$ cat src/rtl/spi_ctrl_pkg.sv
// Shared types and defaults for the SPI slave controller: FSM states,
// command codes carried in the top two frame bits, and width defaults.
package spi_ctrl_pkg;

   localparam int FRAME_BITS_DEF = 10;
   localparam int DATA_BITS_DEF  = 8;

   typedef enum logic [2:0] {
      IDLE,
      CHK_CMD,
      WRITE,
      READ_ADD,
      READ_DATA
   } state_t;

   typedef enum logic [1:0] {
      CMD_WR_ADDR = 2'b00,
      CMD_WR_DATA = 2'b01,
      CMD_RD_ADDR = 2'b10,
      CMD_RD_DATA = 2'b11
   } cmd_t;

   // The command field sits in the two MSBs of a received frame.
   function automatic cmd_t frame_cmd(input logic [FRAME_BITS_DEF-1:0] frame);
      return cmd_t'(frame[FRAME_BITS_DEF-1 -: 2]);
   endfunction

endpackage

$ cat src/rtl/spi_tx_shifter.sv
// MISO serialiser: loads a RAM read word and presents it MSB first, one bit
// per enabled cycle; output is forced low whenever no word is in flight.
module spi_tx_shifter
   import spi_ctrl_pkg::*;
#(
   parameter int DATA_BITS = DATA_BITS_DEF
) (
   input  logic                 clk,
   input  logic                 rst_n,
   input  logic                 clr,
   input  logic                 load,
   input  logic [DATA_BITS-1:0] data,
   input  logic                 shift_en,
   output logic                 sout,
   output logic                 busy,
   output logic                 done
);

   localparam int CW = $clog2(DATA_BITS + 1);

   logic [DATA_BITS-1:0] sh_reg;
   logic [CW-1:0]        cnt;

   always_ff @(posedge clk or negedge rst_n) begin
      if (!rst_n) begin
         sh_reg <= '0;
         cnt    <= '0;
      end else if (clr) begin
         sh_reg <= '0;
         cnt    <= '0;
      end else if (load) begin
         sh_reg <= data;
         cnt    <= CW'(DATA_BITS);
      end else if (shift_en && cnt != '0) begin
         sh_reg <= sh_reg << 1;
         cnt    <= cnt - 1'b1;
      end
   end

   assign busy = (cnt != '0);
   assign sout = busy & sh_reg[DATA_BITS-1];
   // Terminal count: the edge that shifts out the last bit.
   assign done = shift_en && !clr && !load && (cnt == CW'(1));

endmodule

$ cat src/rtl/spi_slave_ctrl.sv
// SPI slave frame controller: decodes R/W, deserialises MOSI frames to the
// RAM and serialises RAM read data on MISO. Optional SPI_CTRL_FRAME_ERR_EN adds frame_err.
//
// state     | meaning
// IDLE      | SS_n high, waiting for a frame
// CHK_CMD   | sampling the R/W bit
// WRITE     | shifting a write frame (address or data)
// READ_ADD  | shifting a read-address frame
// READ_DATA | shifting a read-data frame, then waiting for / sending RAM data
module spi_slave_ctrl
   import spi_ctrl_pkg::*;
#(
   parameter int FRAME_BITS = FRAME_BITS_DEF,
   parameter int DATA_BITS  = DATA_BITS_DEF
) (
   input  logic                  clk,
   input  logic                  rst_n,
   input  logic                  SS_n,
   input  logic                  MOSI,
   output logic                  MISO,
   output logic [FRAME_BITS-1:0] rx_data,
   output logic                  rx_valid,
   input  logic [DATA_BITS-1:0]  tx_data,
   input  logic                  tx_valid
`ifdef SPI_CTRL_FRAME_ERR_EN
   ,
   output logic                  frame_err
`endif
);

   localparam int RCW = $clog2(FRAME_BITS + 1);

   state_t          state, state_nxt;
   logic [RCW-1:0]  rx_cnt;
   logic            rd_addr_seen;
   logic            tx_finished;
   logic            shifting;
   logic            last_bit;
   logic            tx_load;
   logic            tx_shift_en;
   logic            tx_busy;
   logic            tx_done;

   always_comb begin
      state_nxt   = state;
      shifting    = 1'b0;
      last_bit    = 1'b0;
      tx_load     = 1'b0;
      tx_shift_en = 1'b0;

      if (!SS_n && rx_cnt != '0 &&
          (state == WRITE || state == READ_ADD || state == READ_DATA)) begin
         shifting = 1'b1;
         last_bit = (rx_cnt == RCW'(1));
      end

      // Wait phase: frame fully received, nothing sent yet for this frame.
      if (!SS_n && state == READ_DATA && rx_cnt == '0 && !tx_busy && !tx_finished)
         tx_load = tx_valid;

      tx_shift_en = !SS_n && (state == READ_DATA);

      case (state)
         IDLE:    if (!SS_n) state_nxt = CHK_CMD;
         CHK_CMD: begin
            if (!MOSI)
               state_nxt = WRITE;
            else if (rd_addr_seen)
               state_nxt = READ_DATA;
            else
               state_nxt = READ_ADD;
         end
         default: state_nxt = state;
      endcase

      if (SS_n)
         state_nxt = IDLE;
   end

   always_ff @(posedge clk or negedge rst_n) begin
      if (!rst_n) begin
         state        <= IDLE;
         rx_cnt       <= '0;
         rx_data      <= '0;
         rx_valid     <= 1'b0;
         rd_addr_seen <= 1'b0;
         tx_finished  <= 1'b0;
      end else begin
         state    <= state_nxt;
         rx_valid <= last_bit;

         // Down-counter of frame bits still to receive; zero ignores extras.
         if (SS_n)
            rx_cnt <= '0;
         else if (state == CHK_CMD)
            rx_cnt <= RCW'(FRAME_BITS);
         else if (shifting)
            rx_cnt <= rx_cnt - 1'b1;

         if (shifting)
            rx_data <= {rx_data[FRAME_BITS-2:0], MOSI};

         if (last_bit && state == READ_ADD)
            rd_addr_seen <= 1'b1;
         else if (tx_done)
            rd_addr_seen <= 1'b0;

         if (SS_n)
            tx_finished <= 1'b0;
         else if (tx_done)
            tx_finished <= 1'b1;
      end
   end

   spi_tx_shifter #(
      .DATA_BITS (DATA_BITS)
   ) u_tx_shifter (
      .clk      (clk),
      .rst_n    (rst_n),
      .clr      (SS_n),
      .load     (tx_load),
      .data     (tx_data),
      .shift_en (tx_shift_en),
      .sout     (MISO),
      .busy     (tx_busy),
      .done     (tx_done)
   );

`ifdef SPI_CTRL_FRAME_ERR_EN
   // Abort after the R/W bit: frame incomplete, or read data not fully sent.
   always_ff @(posedge clk or negedge rst_n) begin
      if (!rst_n)
         frame_err <= 1'b0;
      else
         frame_err <= SS_n &&
            (((state == WRITE || state == READ_ADD || state == READ_DATA) && rx_cnt != '0) ||
             (state == READ_DATA && !tx_finished));
   end
`endif

endmodule

$ cat config.mk
export PLATFORM = sky130hd
export DESIGN_NAME = spi_slave_ctrl
export DESIGN_NICKNAME = d
export VERILOG_FILES = /design/src/rtl/spi_ctrl_pkg.sv /design/src/rtl/spi_tx_shifter.sv /design/src/rtl/spi_slave_ctrl.sv
export SDC_FILE = /design/constraint.sdc
export NUM_CORES = 1
export LEC_CHECK = 0
export BUFFER_PORTS_ARGS = -buffer_cell sky130_fd_sc_hd__clkbuf_2
export CAP_MARGIN = 40
export CORE_MARGIN = 2
export CORE_UTILIZATION = 35
export CTS_CLUSTER_DIAMETER = 80
export DETAILED_ROUTE_END_ITERATION = 16
export GPL_ROUTABILITY_DRIVEN = 1
export PLACE_DENSITY = 0.64
export SETUP_SLACK_MARGIN = 0.5
export SKIP_LAST_GASP = 1
export SLEW_MARGIN = 5
export SYNTH_ARGS = -nofsm -noshare
export SYNTH_HDL_FRONTEND = slang
export SYNTH_HIERARCHICAL = 1
export SYNTH_SLANG_ARGS = --single-unit
export TNS_END_PERCENT = 20
$ cat constraint.sdc
create_clock -name clk -period 2.5 [get_ports clk]
set_input_delay 0.25 -clock clk [delete_from_list [all_inputs] [get_ports clk]]
set_output_delay 0.25 -clock clk [all_outputs]
set_load 0.05 [all_outputs]
==> Yosys cells after proc, flatten, opt, wreduce, memory -nomap -nowiden <==
Cells that the tools add are included.
{ "classes": {"n_eq_ne": 6, "n_mux": 20, "n_bitwise": 1, "n_reduce_logical": 26, "n_addsub": 2} }
{ "op_table": {"columns": ["operator", "n"], "rows": [
  ["4-bit two-way mux", 6],
  ["8-bit two-way mux", 3],
  ["1-bit logical AND", 11],
  ["3-bit two-way mux", 3],
  ["3-bit nonzero test", 3],
  ["4-bit by 1-bit == test with 1-bit output (second input constant)", 2],
  ["4-bit nonzero test", 2],
  ["4-bit by 1-bit subtractor with 4-bit output (second input constant)", 2],
  ["1-bit two-way mux", 7],
  ["3-bit by 2-bit == test with 1-bit output (second input constant)", 2],
  ["3-bit case mux with 2 select lines", 1],
  ["1-bit logical NOT", 4],
  ["4-bit logical NOT", 1],
  ["2-bit nonzero test", 2],
  ["3-bit by 1-bit == test with 1-bit output (second input constant)", 1],
  ["3-bit == test (second input constant)", 1],
  ["3-bit logical NOT", 1],
  ["1-bit logical OR", 2],
  ["1-bit bitwise AND", 1]
]} }
{ "totals": {"out_inout_bits": 12, "reg_bits": 32} }

==> Longest topological paths before layout <==
Gate-level depths: netlist of the first run.
{ "depth": {"depth_word": 11, "depth_mapped": 12, "depth_no_buf": 10} }

==> Cells and area by module <==
The synthesis of the first run kept the hierarchy.
{ "modules_own_cells": {"columns": ["module", "instances", "seq_area_each_um2", "cells_each", "area_per_inst_um2"], "rows": [
  ["spi_slave_ctrl", 1, 500.5, 74, 917.1],
  ["spi_tx_shifter", 1, 300.3, 77, 698.2]
]} }

==> Worst setup path before layout of the first run <==
OpenSTA, ideal clock, no wires.
{ "synth_path": {"path_kind": "flip-flop to flip-flop", "from": "reg u_tx_shifter.cnt[0]", "to": "reg rd_addr_seen", "path_buffers": 2, "required_time_ns": 2.358, "setup_time_ns": 0.142, "arrival_time_ns": 2.021, "slack_ns": 0.337, "synth_period_minus_slack_ns": 2.163, "stages_incl_launch_ff": 12, "path_cell_list": "dfrtp_1 inv_1 ha_1 nor3b_2 inv_1 buf_4 nor2_1 and4_1 buf_2 or2_2 nor4_1 o32ai_1"} }
{ "synth_via": {"elab_chain_cells": 9} }
{ "synth_rtl": {"columns": ["item", "line", "rtl"], "rows": [
  ["start, declared", "spi_tx_shifter.sv:22", "logic [CW-1:0] cnt;"],
  ["start signal, assigned", "spi_tx_shifter.sv:33", "cnt <= CW'(DATA_BITS);"],
  ["start signal, assigned", "spi_tx_shifter.sv:36", "cnt <= cnt - 1'b1;"],
  ["4-bit nonzero test", "spi_tx_shifter.sv:40", "assign busy = (cnt != '0);"],
  ["named net tx_busy", "spi_slave_ctrl.sv:41", "logic tx_busy;"],
  ["1-bit logical NOT", "spi_slave_ctrl.sv:58", "if (!SS_n && state == READ_DATA && rx_cnt == '0 && !tx_busy && !tx_finished)"],
  ["1-bit logical AND (2 in a row)", "spi_slave_ctrl.sv:58", null],
  ["1-bit two-way mux", "spi_slave_ctrl.sv:58", null],
  ["named net tx_load", "spi_slave_ctrl.sv:39", "logic tx_load;"],
  ["1-bit logical NOT", "spi_tx_shifter.sv:43", "assign done = shift_en && !clr && !load && (cnt == CW'(1));"],
  ["1-bit logical AND (2 in a row)", "spi_tx_shifter.sv:43", null],
  ["named net tx_done", "spi_slave_ctrl.sv:42", "logic tx_done;"],
  ["2-bit nonzero test (no source line)", null, null],
  ["end signal, assigned", "spi_slave_ctrl.sv:86", "rd_addr_seen <= 1'b0;"],
  ["end signal, assigned", "spi_slave_ctrl.sv:104", "rd_addr_seen <= 1'b1;"],
  ["end signal, assigned", "spi_slave_ctrl.sv:106", "rd_addr_seen <= 1'b0;"],
  ["end, declared", "spi_slave_ctrl.sv:35", "logic rd_addr_seen;"]
]} }
The timed path passes the listed nets, and every way through them passes these cells.
A chain may end at the register's enable or synchronous reset.

==> Worst setup path in the final report of the first run <==
{ "layout_path": {"from": "reg state[1]", "to": "reg u_tx_shifter.sh_reg[3]"} }
{ "layout_via": {"elab_chain_cells": 8} }
{ "layout_rtl": {"columns": ["item", "line", "rtl"], "rows": [
  ["start, declared", "spi_slave_ctrl.sv:33", "state_t state, state_nxt;"],
  ["start signal, assigned", "spi_slave_ctrl.sv:89", "state <= state_nxt;"],
  ["3-bit == test *", "spi_slave_ctrl.sv:61", "tx_shift_en = !SS_n && (state == READ_DATA);"],
  ["1-bit logical AND *", "spi_slave_ctrl.sv:61", null],
  ["named net tx_shift_en", "spi_slave_ctrl.sv:40", "logic tx_shift_en;"],
  ["1-bit logical AND * (3 in a row)", "spi_slave_ctrl.sv:58", null],
  ["1-bit two-way mux *", "spi_slave_ctrl.sv:58", null],
  ["named net tx_load", "spi_slave_ctrl.sv:39", null],
  ["8-bit two-way mux", "spi_tx_shifter.sv:31", "end else if (load) begin"],
  ["8-bit two-way mux", "spi_tx_shifter.sv:28", "end else if (clr) begin"],
  ["end signal, assigned", "spi_tx_shifter.sv:32", "sh_reg <= data;"],
  ["end signal, assigned", "spi_tx_shifter.sv:35", "sh_reg <= sh_reg << 1;"],
  ["end, declared", "spi_tx_shifter.sv:21", "logic [DATA_BITS-1:0] sh_reg;"]
]} }
The timed path passes the listed nets; every way through them passes the cells marked *.

==> metrics, run 1 <==
status=finished clean; largest net degree at the start of global routing=33; DP Cell Count=226; max cap viols=0; commonest non-fill, non-tap cell in the layout=dfrtp_1; Sequential Area=802 sq um; via count=1237; number of port buffers=24; pre-CTS WS=377 ps; Setup crit start kind=register; crit path DAT=2100 ps; Final HPWL DP=between 2000 and 2500 microns; Die Area=5170 sq um; Worst Path Required=roughly 2700 ps; drt drc=0; initial DRC count=56; Fmax=around 510 MHz; Routed wire per std cell=roughly 13 microns; Worst-Skew Late Latency=270 ps; clk buf depth=2; Final Non-Filler Cells=238; GRT Util Overall=13.4%; synth unique cells=42; Multi-input gate area=746 sq um; YS warnings=6; RSZ-0062 raised after global routing=yes; CP Cell Sequence=or3b_4 -> nor2_2 -> and4_1 -> buf_6 -> a31oi_1 -> a221oi_1; Syn Inst Count=151; post-synthesis register bit count=32; Core ar.=4410 sq um; first-pass GRT wire length=5590 microns; vias in the first global route=between 1000 and 1500; crit share post-route=77.8%; syn_nets=170; Initial Util=36.6%; cell row count=24; most frequent cells in the layout=31 x dfrtp_1, 23 x clkbuf_2, 12 x inv_1; Tmin final=1950 ps; Pins Over Slew Limit=0; Die Span X=roughly 72 microns; grt ovf=0; final WL=about 3200 microns; ratio of cells with drive above 1 in the final layout=36.6%; initial antenna violation count=0; grt peak-use layer=met2; Setup TNS Final=0 ps; Worst-path clk slew=around 60 ps; family with the most delay on the worst path=simple AND/OR/NAND/NOR gates; Synth Flop Type=dfrtp_1; max FFs per register=10; # H-tree levels=2; Least-Margin Pin Slew=307 ps; Buf+Inv Stages, Crit Path=1; met1 Track Usage GR=around 18%; Area Growth Syn to Fin=24.6%; slowest cell delay on critical path=450 ps; clk sinks=32; final worst setup slack=555 ps; Final #Nets=204; clk_skew=4.56 ps; IO Pins=25; Peak VDD IR=408 uV; final setup fails=0; fill cell count=429; asr flop ratio synth=100%; post-route total power=1460 uW; gpl congestion=0.727; DIE HEIGHT=just over 70 microns; EDFF count, synth=0; Power Density=728 nW/um^2; Hold Path Class=primary input to register; CTS buffer count=5; DRT antenna net count=0; root buffer cell=clkbuf_8; Setup crit end kind=register; Leak=around 0.00095 uW; drt first pass iters=6; number of diodes=0; Fin. Hold Viols=0; Synth Cell Area=~1600 sq um; vias per cell=5.20; GRT met3 Usage=3.75%; met2 Use GR=22.6%; max_slew headroom=79.5%; critical path class=register to register; syn avg cell area=between 10 and 15 sq um; Seq/Total Area, Yosys=49.6%; CTS tree=built; Crit-path slowest cell=dfrtp_2; crit path max fanout=18
-- repair_timing --
item                                   in CTS  in global routing
resized for setup                           3                  7
buffers inserted                            1                  2
endpoints found under the hold margin      32                  0
hold buffers                                1                  0
setup endpoints to repair                  10                  9
-- area by class of cell --
| class | instances | share of cell area [%] |
|---|---|---|
| multi-input cells | 94 | 37.1 |
| clock buffers | 6 | 3.61 |
| well taps | 52 | 3.23 |
| clock inverters | 2 | 1.74 |
| repair buffers | 36 | 11.5 |
| inverters | 16 | 2.99 |
| flip-flops and latches | 32 | 39.9 |
-- per-layer routing --
| metal | vias up | part of all wire, % |
|---|---|---|
| li1 | 610 | - |
| met1 | 600 | 48 |
| met2 | 27 | 48 |
| met3 | 0 | 4.0 |
| met4 | 0 | 0 |
| met5 | - | 0 |
-- worst min-delay path: stages --
cell,delay [ps]
clkbuf_2,80
inv_1,60
a221oi_2,60
-- kinds of logic (layout without fill, tap and decap cells) --
kind of cell / count (synthesis) / in the layout / share of synthesized area [%]
compound gates: 38 / 38 / 16.7
simple gates: 38 / 38 / 13.8
flops: 32 / 32 / 49.6
buf+inv: 25 / 60 / 7.13
mux: 11 / 11 / 7.59
fa+ha+maj: 6 / 6 / 4.65
xor+xnor: 1 / 1 / 0.542
-- synthesized netlist by cell type, types with 2 or more instances --
cell type,number,area share [%]
a221oi_1,7,3.8
clkbuf_1,3,0.70
nand2_1,6,1.4
a311oi_1,2,1.1
mux2_2,10,7.0
o21ai_0,6,1.9
a21oi_1,5,1.5
nor4_1,2,0.77
a31oi_1,7,2.7
a211oi_1,3,1.4
nor3_2,2,1.2
nor2_1,10,2.3
buf_6,2,1.4
nor3b_1,2,0.93
o21ai_1,4,1.2
ha_1,6,4.6
inv_1,15,3.5
dfrtp_1,32,50
nor3_1,3,0.93
buf_2,2,0.62
-- power by group --
group | internal [uW] | switching (uW) | total, uW
Clock | 295 | 180 | 475
Sequential | 573 | 49.8 | 623
Combinational | 125 | 242 | 367
Total | 993 | 472 | 1460
-- worst paths after layout --
| path | start | to | slack [ps] | cells after the start |
|---|---|---|---|---|
| setup / recovery | state[1] | u_tx_shifter/sh_reg[3] | 550 | 6 |
| hold / removal | tx_data[5] | u_tx_shifter/sh_reg[5] | 210 | 3 |
| setup reg to reg | state[1] | u_tx_shifter/sh_reg[3] | 550 | 6 |
| hold reg to reg | tx_finished | tx_finished | 500 | 2 |
| max in group asynchronous | rst_n | state[1] | 1850 | 3 |
| min in group asynchronous | rst_n | rx_valid | 460 | 3 |
-- stage by stage --
step                area (sq um)  hold slack, ps  util [%]
finish                      2010             211      45.6
global route                2010             224      45.6
CTS                         1980             200      44.9
detailed placement          1840             224      41.8
global placement            1820             388      41.3
floorplan                   1650           -45.6         -
No activity file was read; power rests on OpenSTA's default activity.
==> run 2: changes to the inputs <==
ABC_AREA = 1   (was unset)
PLACE_DENSITY = 0.65   (was 0.64)
clock period = 1.7 ns   (was 2.5 ns; I/O delays follow)
==> run 2 against run 1 <==
Compared with the run above: setup slack worse by 510 ps; sequential power up 59%; clock power up 68%; final area up 13%; utilization increased by 2.9 points; hold slack worse by 83 ps; synthesized cell count is 35% higher; non-clock buffer count grew 13; die area increased by 4.6%; sequential share of layout area fell by 4.6 points; critical endpoint is now u_tx_shifter/sh_reg[1]; largest power group is now combinational cells.
==> metrics, run 2 <==
status=finished clean (unchanged); initial DRC count=115 (was 56); number of port buffers=24 (unchanged); number of diodes=0 (unchanged); # H-tree levels=2 (unchanged); first-pass GRT wire length=5930 microns (was 5590 microns); synth cell count leaders=63 x nand2_1, 32 x dfrtp_1, 24 x nand3_1, 19 x inv_1, 9 x nor2_1 (was 32 x dfrtp_1, 15 x inv_1, 10 x mux2_2, 10 x nor2_1); YS warnings=6 (unchanged); CTS tree=built (unchanged); DRT antenna net count=0 (unchanged); proportion of netlist area held by the largest area contributor=47.3% (was 49.6%); Worst-Skew Late Latency=290 ps (was 270 ps); post-route total power=2850 uW (was 1460 uW); IO Pins=25 (unchanged); Power Density=1250 nW/um^2 (was 728 nW/um^2); Die Span X=73.6 microns (was 71.9 microns); Peak VDD IR=481 uV (was 408 uV); synth unique cells=30 (was 42); RSZ-0062 raised after global routing=yes (unchanged); Leak=0.00119 uW (was 0.000951 uW); crit path max fanout=7 (was 18); drt drc=0 (unchanged); Fmax=603 MHz (was 514 MHz); Core ar.=4690 sq um (was 4410 sq um); Worst Path Required=1930 ps (was 2660 ps); Fin. Hold Viols=0 (unchanged); ratio of cells with drive above 1 in the final layout=35.0% (was 36.6%); Multi-input gate area=851 sq um (was 746 sq um); final WL=3520 microns (was 3190 microns); most frequent cells in the layout=58 x nand2_1, 32 x dfrtp_1, 24 x clkbuf_2 (was 31 x dfrtp_1, 23 x clkbuf_2, 12 x inv_1); crit path DAT=1880 ps (was 2100 ps); clk sinks=32 (unchanged); GRT Util Overall=14.5% (was 13.4%); syn_nets=223 (was 170); root buffer cell=clkbuf_8 (unchanged); Tmin final=1660 ps (was 1950 ps); vias per cell=4.63 (was 5.20); EDFF count, synth=0 (unchanged); clk_skew=4.40 ps (was 4.56 ps); max FFs per register=10 (unchanged); asr flop ratio synth=100% (unchanged); Sequential Area=801 sq um (was 802 sq um); cell row count=25 (was 24); Worst-path clk slew=70 ps (was 60 ps); Synth Flop Type=dfrtp_1 (unchanged); drt first pass iters=4 (was 6); Seq/Total Area, Yosys=47.3% (was 49.6%); CTS buffer count=5 (unchanged); syn avg cell area=8.30 sq um (was 10.7 sq um); Placed Area=2010 sq um (was 1840 sq um); Setup crit end kind=register (unchanged); Hold Path Class=primary input to register (unchanged); fin area=2270 sq um (was 2010 sq um); max cap viols=0 (unchanged); most frequent cell after synthesis=nand2_1 (was dfrtp_1); Syn Inst Count=204 (was 151); largest area contributor in the synthesized netlist=dfrtp_1 (unchanged); Initial Util=36.1% (was 36.6%); final setup fails=0 (unchanged); top cells by area, synth=dfrtp_1 47%, nand2_1 14%, nand3_1 7.1%, ha_1 4.4%, inv_1 4.2% (was dfrtp_1 50%, mux2_2 7.0%, ha_1 4.6%, a221oi_1 3.8%, inv_1 3.5%); crit share post-route=97.5% (was 77.8%); commonest non-fill, non-tap cell in the layout=nand2_1 (was dfrtp_1); DIE HEIGHT=73.6 microns (was 71.9 microns); initial antenna violation count=0 (unchanged); Setup crit start kind=register (unchanged); Least-Margin Pin Slew=404 ps (was 307 ps); vias in the first global route=1370 (was 1247); gpl congestion=0.836 (was 0.727); critical path class=register to register (unchanged); Routed wire per std cell=11.3 microns (was 13.4 microns); max_slew headroom=73.0% (was 79.5%); Die Area=5410 sq um (was 5170 sq um); clk buf depth=2 (unchanged); Synth Cell Area=1690 sq um (was 1620 sq um); grt ovf=0 (unchanged); Pins Over Slew Limit=0 (unchanged); Final #Nets=275 (was 204); post-synthesis register bit count=32 (unchanged); Final HPWL DP=2440 microns (was 2170 microns); via count=1440 (was 1237); largest net degree at the start of global routing=33 (unchanged); fill cell count=428 (was 429); Area Growth Syn to Fin=34.2% (was 24.6%)
## run 2: layout make-up
class / instances / share of cell area, %
Multi-Input combinational cell: 146 / 37.4
Clock inverter: 1 / 1.32
Tap cell: 54 / 2.97
Sequential cell: 32 / 35.2
Clock buffer: 7 / 4.24
Inverter: 22 / 3.96
Timing Repair Buffer: 49 / 14.9
## run 2: where the power goes
group,internal [uW],leakage [uW],total (uW),switching (uW)
registers,893,0.000426,992,99.7
logic,363,0.000698,1060,694
clock network,517,0.0000645,797,281
## run 2: cell families (layout without fill, tap and decap cells)
| kind of cell | Yosys count | after routing | share of synthesized area, % |
|---|---|---|---|
| flip-flops | 32 | 32 | 47.3 |
| adder cells (fa/ha/maj) | 6 | 6 | 4.43 |
| buffers and inverters | 27 | 79 | 7.16 |
| XOR/XNOR | 1 | 1 | 0.517 |
| AND/OR/NAND/NOR | 117 | 118 | 32.2 |
| AO/OA/AOI/OAI | 21 | 21 | 8.42 |
## run 2: critical path: stages (launching register included)
cell and delay (ps):
dfrtp_1 390, inv_2 90, ha_4 150, nand2_4 50, nor2_1 100, nand4_1 110
nor3_2 150, buf_6 170, nor2_8 50, nand2_8 100, buf_12 130, nand2_1 50
nand2_1 60
## run 2: per-layer routing
metal	vias up	GRT usage (%)	routed length, microns
met5	-	0	0
met4	0	6.67	77
met3	6	4.39	127
met2	22	22.8	1690
met1	649	18.3	1620
li1	763	-	-
## run 2: final timing paths
| kind | start | to | slack (ps) | depth (start not counted) |
|---|---|---|---|---|
| min reg2reg | u_tx_shifter/sh_reg[6] | u_tx_shifter/sh_reg[6] | 480 | 2 |
| min in group asynchronous | rst_n | rx_cnt[1] | 430 | 3 |
| min | tx_data[0] | u_tx_shifter/sh_reg[0] | 130 | 3 |
| max reg2reg | u_tx_shifter/cnt[1] | u_tx_shifter/sh_reg[1] | 40 | 12 |
| max | u_tx_shifter/cnt[1] | u_tx_shifter/sh_reg[1] | 40 | 12 |
| max in group asynchronous | rst_n | u_tx_shifter/sh_reg[6] | 980 | 3 |
## run 2: through the flow
stage	hold WS [ps]	TNS, ps	utilization (%)	setup slack, ps	instances
after floorplan	-126	0	-	25.1	204
after global placement	217	0	42.9	25.2	297
after detailed placement	215	-117	42.9	-24.8	297
after CTS	122	0	46.5	3.92	308
after global routing	133	-873	48.5	-81.1	311
final	128	0	48.5	42.7	311
## run 2: timing repair
item | CTS | global route
setup endpoints to repair | 30 | 30
pin swaps | 4 | 4
setup buffers | 1 | 2
gates resized for setup | 5 | 18
endpoints found under the hold margin | 32 | 0
gates cloned | 1 | 1
hold buffers | 1 | 0
==> run 3: changes to the inputs <==
GPL_TIMING_DRIVEN = 0   (was unset)
==> run 3 against run 2 <==
Compared with the run above: the flow now finishes with violations (negative hold slack, negative setup slack); hold slack lost 160 ps; routed wire length is 1.4% higher; critical path depth did not move; via count up 1.3%; clock skew increased by 0.52 ps; maximum frequency down 5.9%; global-route usage shrank 0.36 points; critical endpoint is now u_tx_shifter/cnt[1].
==> metrics, run 3 (synthesis results as in run 2) <==
status=finished with violations (was finished clean); failing checks=negative hold slack, negative setup slack; most numerous cell on the critical path=nand2_4 (was nand2_1); grt ovf=0 (unchanged); Placed Area=1890 sq um (was 2010 sq um); crit path max fanout=5 (was 7); clk sinks=32 (unchanged); ratio of cells with drive above 1 in the final layout=33.5% (was 35.0%); CTS tree=built (unchanged); Die Area=5410 sq um (unchanged); initial antenna violation count=0 (unchanged); Final #Nets=267 (was 275); vias per cell=4.83 (was 4.63); gpl congestion=0.794 (was 0.836); RSZ-0062 raised after global routing=yes (unchanged); number of port buffers=24 (unchanged); Die Span X=73.6 microns (unchanged); Tmin final=1760 ps (was 1660 ps); most frequent cells in the layout=58 x nand2_1, 30 x dfrtp_1, 24 x nand3_1, 24 x clkbuf_2, 16 x inv_1 (was 58 x nand2_1, 32 x dfrtp_1, 24 x clkbuf_2); Worst-path clk slew=60 ps (was 70 ps); Crit-path slowest cell=dfrtp_1 (unchanged); CP Cell Sequence=inv_2 -> ha_4 -> nand2_4 -> nor2_4 -> nand4_1 -> nor3_2 -> buf_4 -> nor2_8 -> nand2_4 -> buf_12 -> buf_8 -> o22ai_2 (was inv_2 -> ha_4 -> nand2_4 -> nor2_1 -> nand4_1 -> nor3_2 -> buf_6 -> nor2_8 -> nand2_8 -> buf_12 -> nand2_1 -> nand2_1); # H-tree levels=2 (unchanged); Peak VDD IR=461 uV (was 481 uV); DIE HEIGHT=73.6 microns (unchanged); Setup crit start kind=register (unchanged); cell row count=25 (unchanged); final WL=3570 microns (was 3520 microns); first-pass GRT wire length=5950 microns (was 5930 microns); via count=1458 (was 1440); clk_skew=4.93 ps (was 4.40 ps); Leak=0.00113 uW (was 0.00119 uW); Pins Over Slew Limit=0 (unchanged); drt drc=0 (unchanged); drt first pass iters=4 (unchanged); DRT antenna net count=0 (unchanged); GRT Util Overall=14.2% (was 14.5%); number of diodes=0 (unchanged); Setup crit end kind=register (unchanged); Hold Path Class=primary input to asynchronous set/reset pin (was primary input to register); Final HPWL DP=2310 microns (was 2440 microns); crit share post-route=104% (was 97.5%); Power Density=1190 nW/um^2 (was 1250 nW/um^2); CTS buffer count=5 (unchanged); initial DRC count=113 (was 115); Core ar.=4690 sq um (unchanged); max_slew headroom=45.4% (was 73.0%); critical path class=register to register (unchanged); Routed wire per std cell=11.8 microns (was 11.3 microns); DP Cell Count=282 (was 297); fill cell count=457 (was 428); fin area=2210 sq um (was 2270 sq um); Worst-Skew Late Latency=280 ps (was 290 ps); IO Pins=25 (unchanged); clk buf depth=2 (unchanged); Worst Path Required=1870 ps (was 1930 ps); max FFs per register=10 (unchanged); final worst setup slack=-60.5 ps (was 42.7 ps); final setup fails=13 (was 0); Final Non-Filler Cells=302 (was 311); crit path DAT=1930 ps (was 1880 ps); Area Growth Syn to Fin=30.6% (was 34.2%); Fmax=568 MHz (was 603 MHz); root buffer cell=clkbuf_8 (unchanged); largest net degree at the start of global routing=33 (unchanged); vias in the first global route=1313 (was 1370); commonest non-fill, non-tap cell in the layout=nand2_1 (unchanged); Least-Margin Pin Slew=819 ps (was 404 ps); pre-CTS WS=-279 ps (was -24.8 ps); max cap viols=0 (unchanged); Fin. Hold Viols=32 (was 0); slowest cell delay on critical path=390 ps (about the same); Initial Util=36.1% (unchanged); WHS=-30.8 ps (was 128 ps)
==> run 3: final cells by class <==
cell class	count	area (sq um)	share of cell area [%]
Clock buffer	7	96.3	4.36
Multi-Input combinational cell	145	827	37.4
Tap cell	54	67.6	3.05
Buffer	5	42.5	1.92
Timing Repair Buffer	37	288	13.0
Inverter	22	87.6	3.96
Sequential cell	32	803	36.3
==> run 3: worst max-delay path, delay by kind of cell (launching register included) <==
| kind | cells | cell delay [ps] |
|---|---|---|
| and+or+nand+nor | 6 | 550 |
| DFF | 1 | 390 |
| buffers and inverters | 4 | 490 |
| AOI/OAI and AO/OA | 1 | 60 |
| adders and majority gates | 1 | 150 |
==> run 3: path summary, 6_finish.rpt <==
kind                                         from  cells past startpoint  slack (ps)                endpoint
min                                         rst_n                      1         -30               rx_cnt[3]
min in group clk                       tx_data[0]                      3         130  u_tx_shifter/sh_reg[0]
max reg2reg                   u_tx_shifter/cnt[0]                     12         -60     u_tx_shifter/cnt[1]
min reg2reg                u_tx_shifter/sh_reg[6]                      2         470  u_tx_shifter/sh_reg[6]
max                           u_tx_shifter/cnt[0]                     12         -60     u_tx_shifter/cnt[1]
max in group asynchronous                   rst_n                      1        1160     u_tx_shifter/cnt[2]
==> run 3: what timing repair did <==
item                                    in CTS  in global routing
pin swaps                                   11                  6
buffers inserted                            10                  2
endpoints found under the setup margin      30                 30
cloned                                       1                  0
hold buffers                                 0                  0
gates resized for setup                     13                  8
==> run 3: through the flow <==
stage | power [uW] | hold WS, ps | utilization (%) | setup TNS (ps)
after floorplan | 1700 | -126 | - | 0
after global placement | 1910 | 303 | 40.2 | -3160
after detailed placement | 1920 | 308 | 40.2 | -3620
after CTS | 2630 | 5.82 | 46.5 | -834
after global routing | 2810 | 38.8 | 47.1 | -2080
final | 2640 | -30.8 | 47.1 | -474
==> run 3: report_power, final <==
group | internal [uW] | total [uW] | switching (uW)
logic | 326 | 1000 | 678
clock network | 360 | 627 | 267
registers | 895 | 1000 | 109
==> run 3: metal layers <==
layer | part of all wire [%] | vias to the layer above | global-route usage (%) | routed length (microns)
li1 | - | 743 | - | -
met2 | 48 | 19 | 21.9 | 1720
met5 | 0 | - | 0 | 0
met4 | 2.1 | 0 | 6.67 | 76
met3 | 2.7 | 7 | 2.19 | 97
met1 | 47 | 689 | 19.4 | 1670
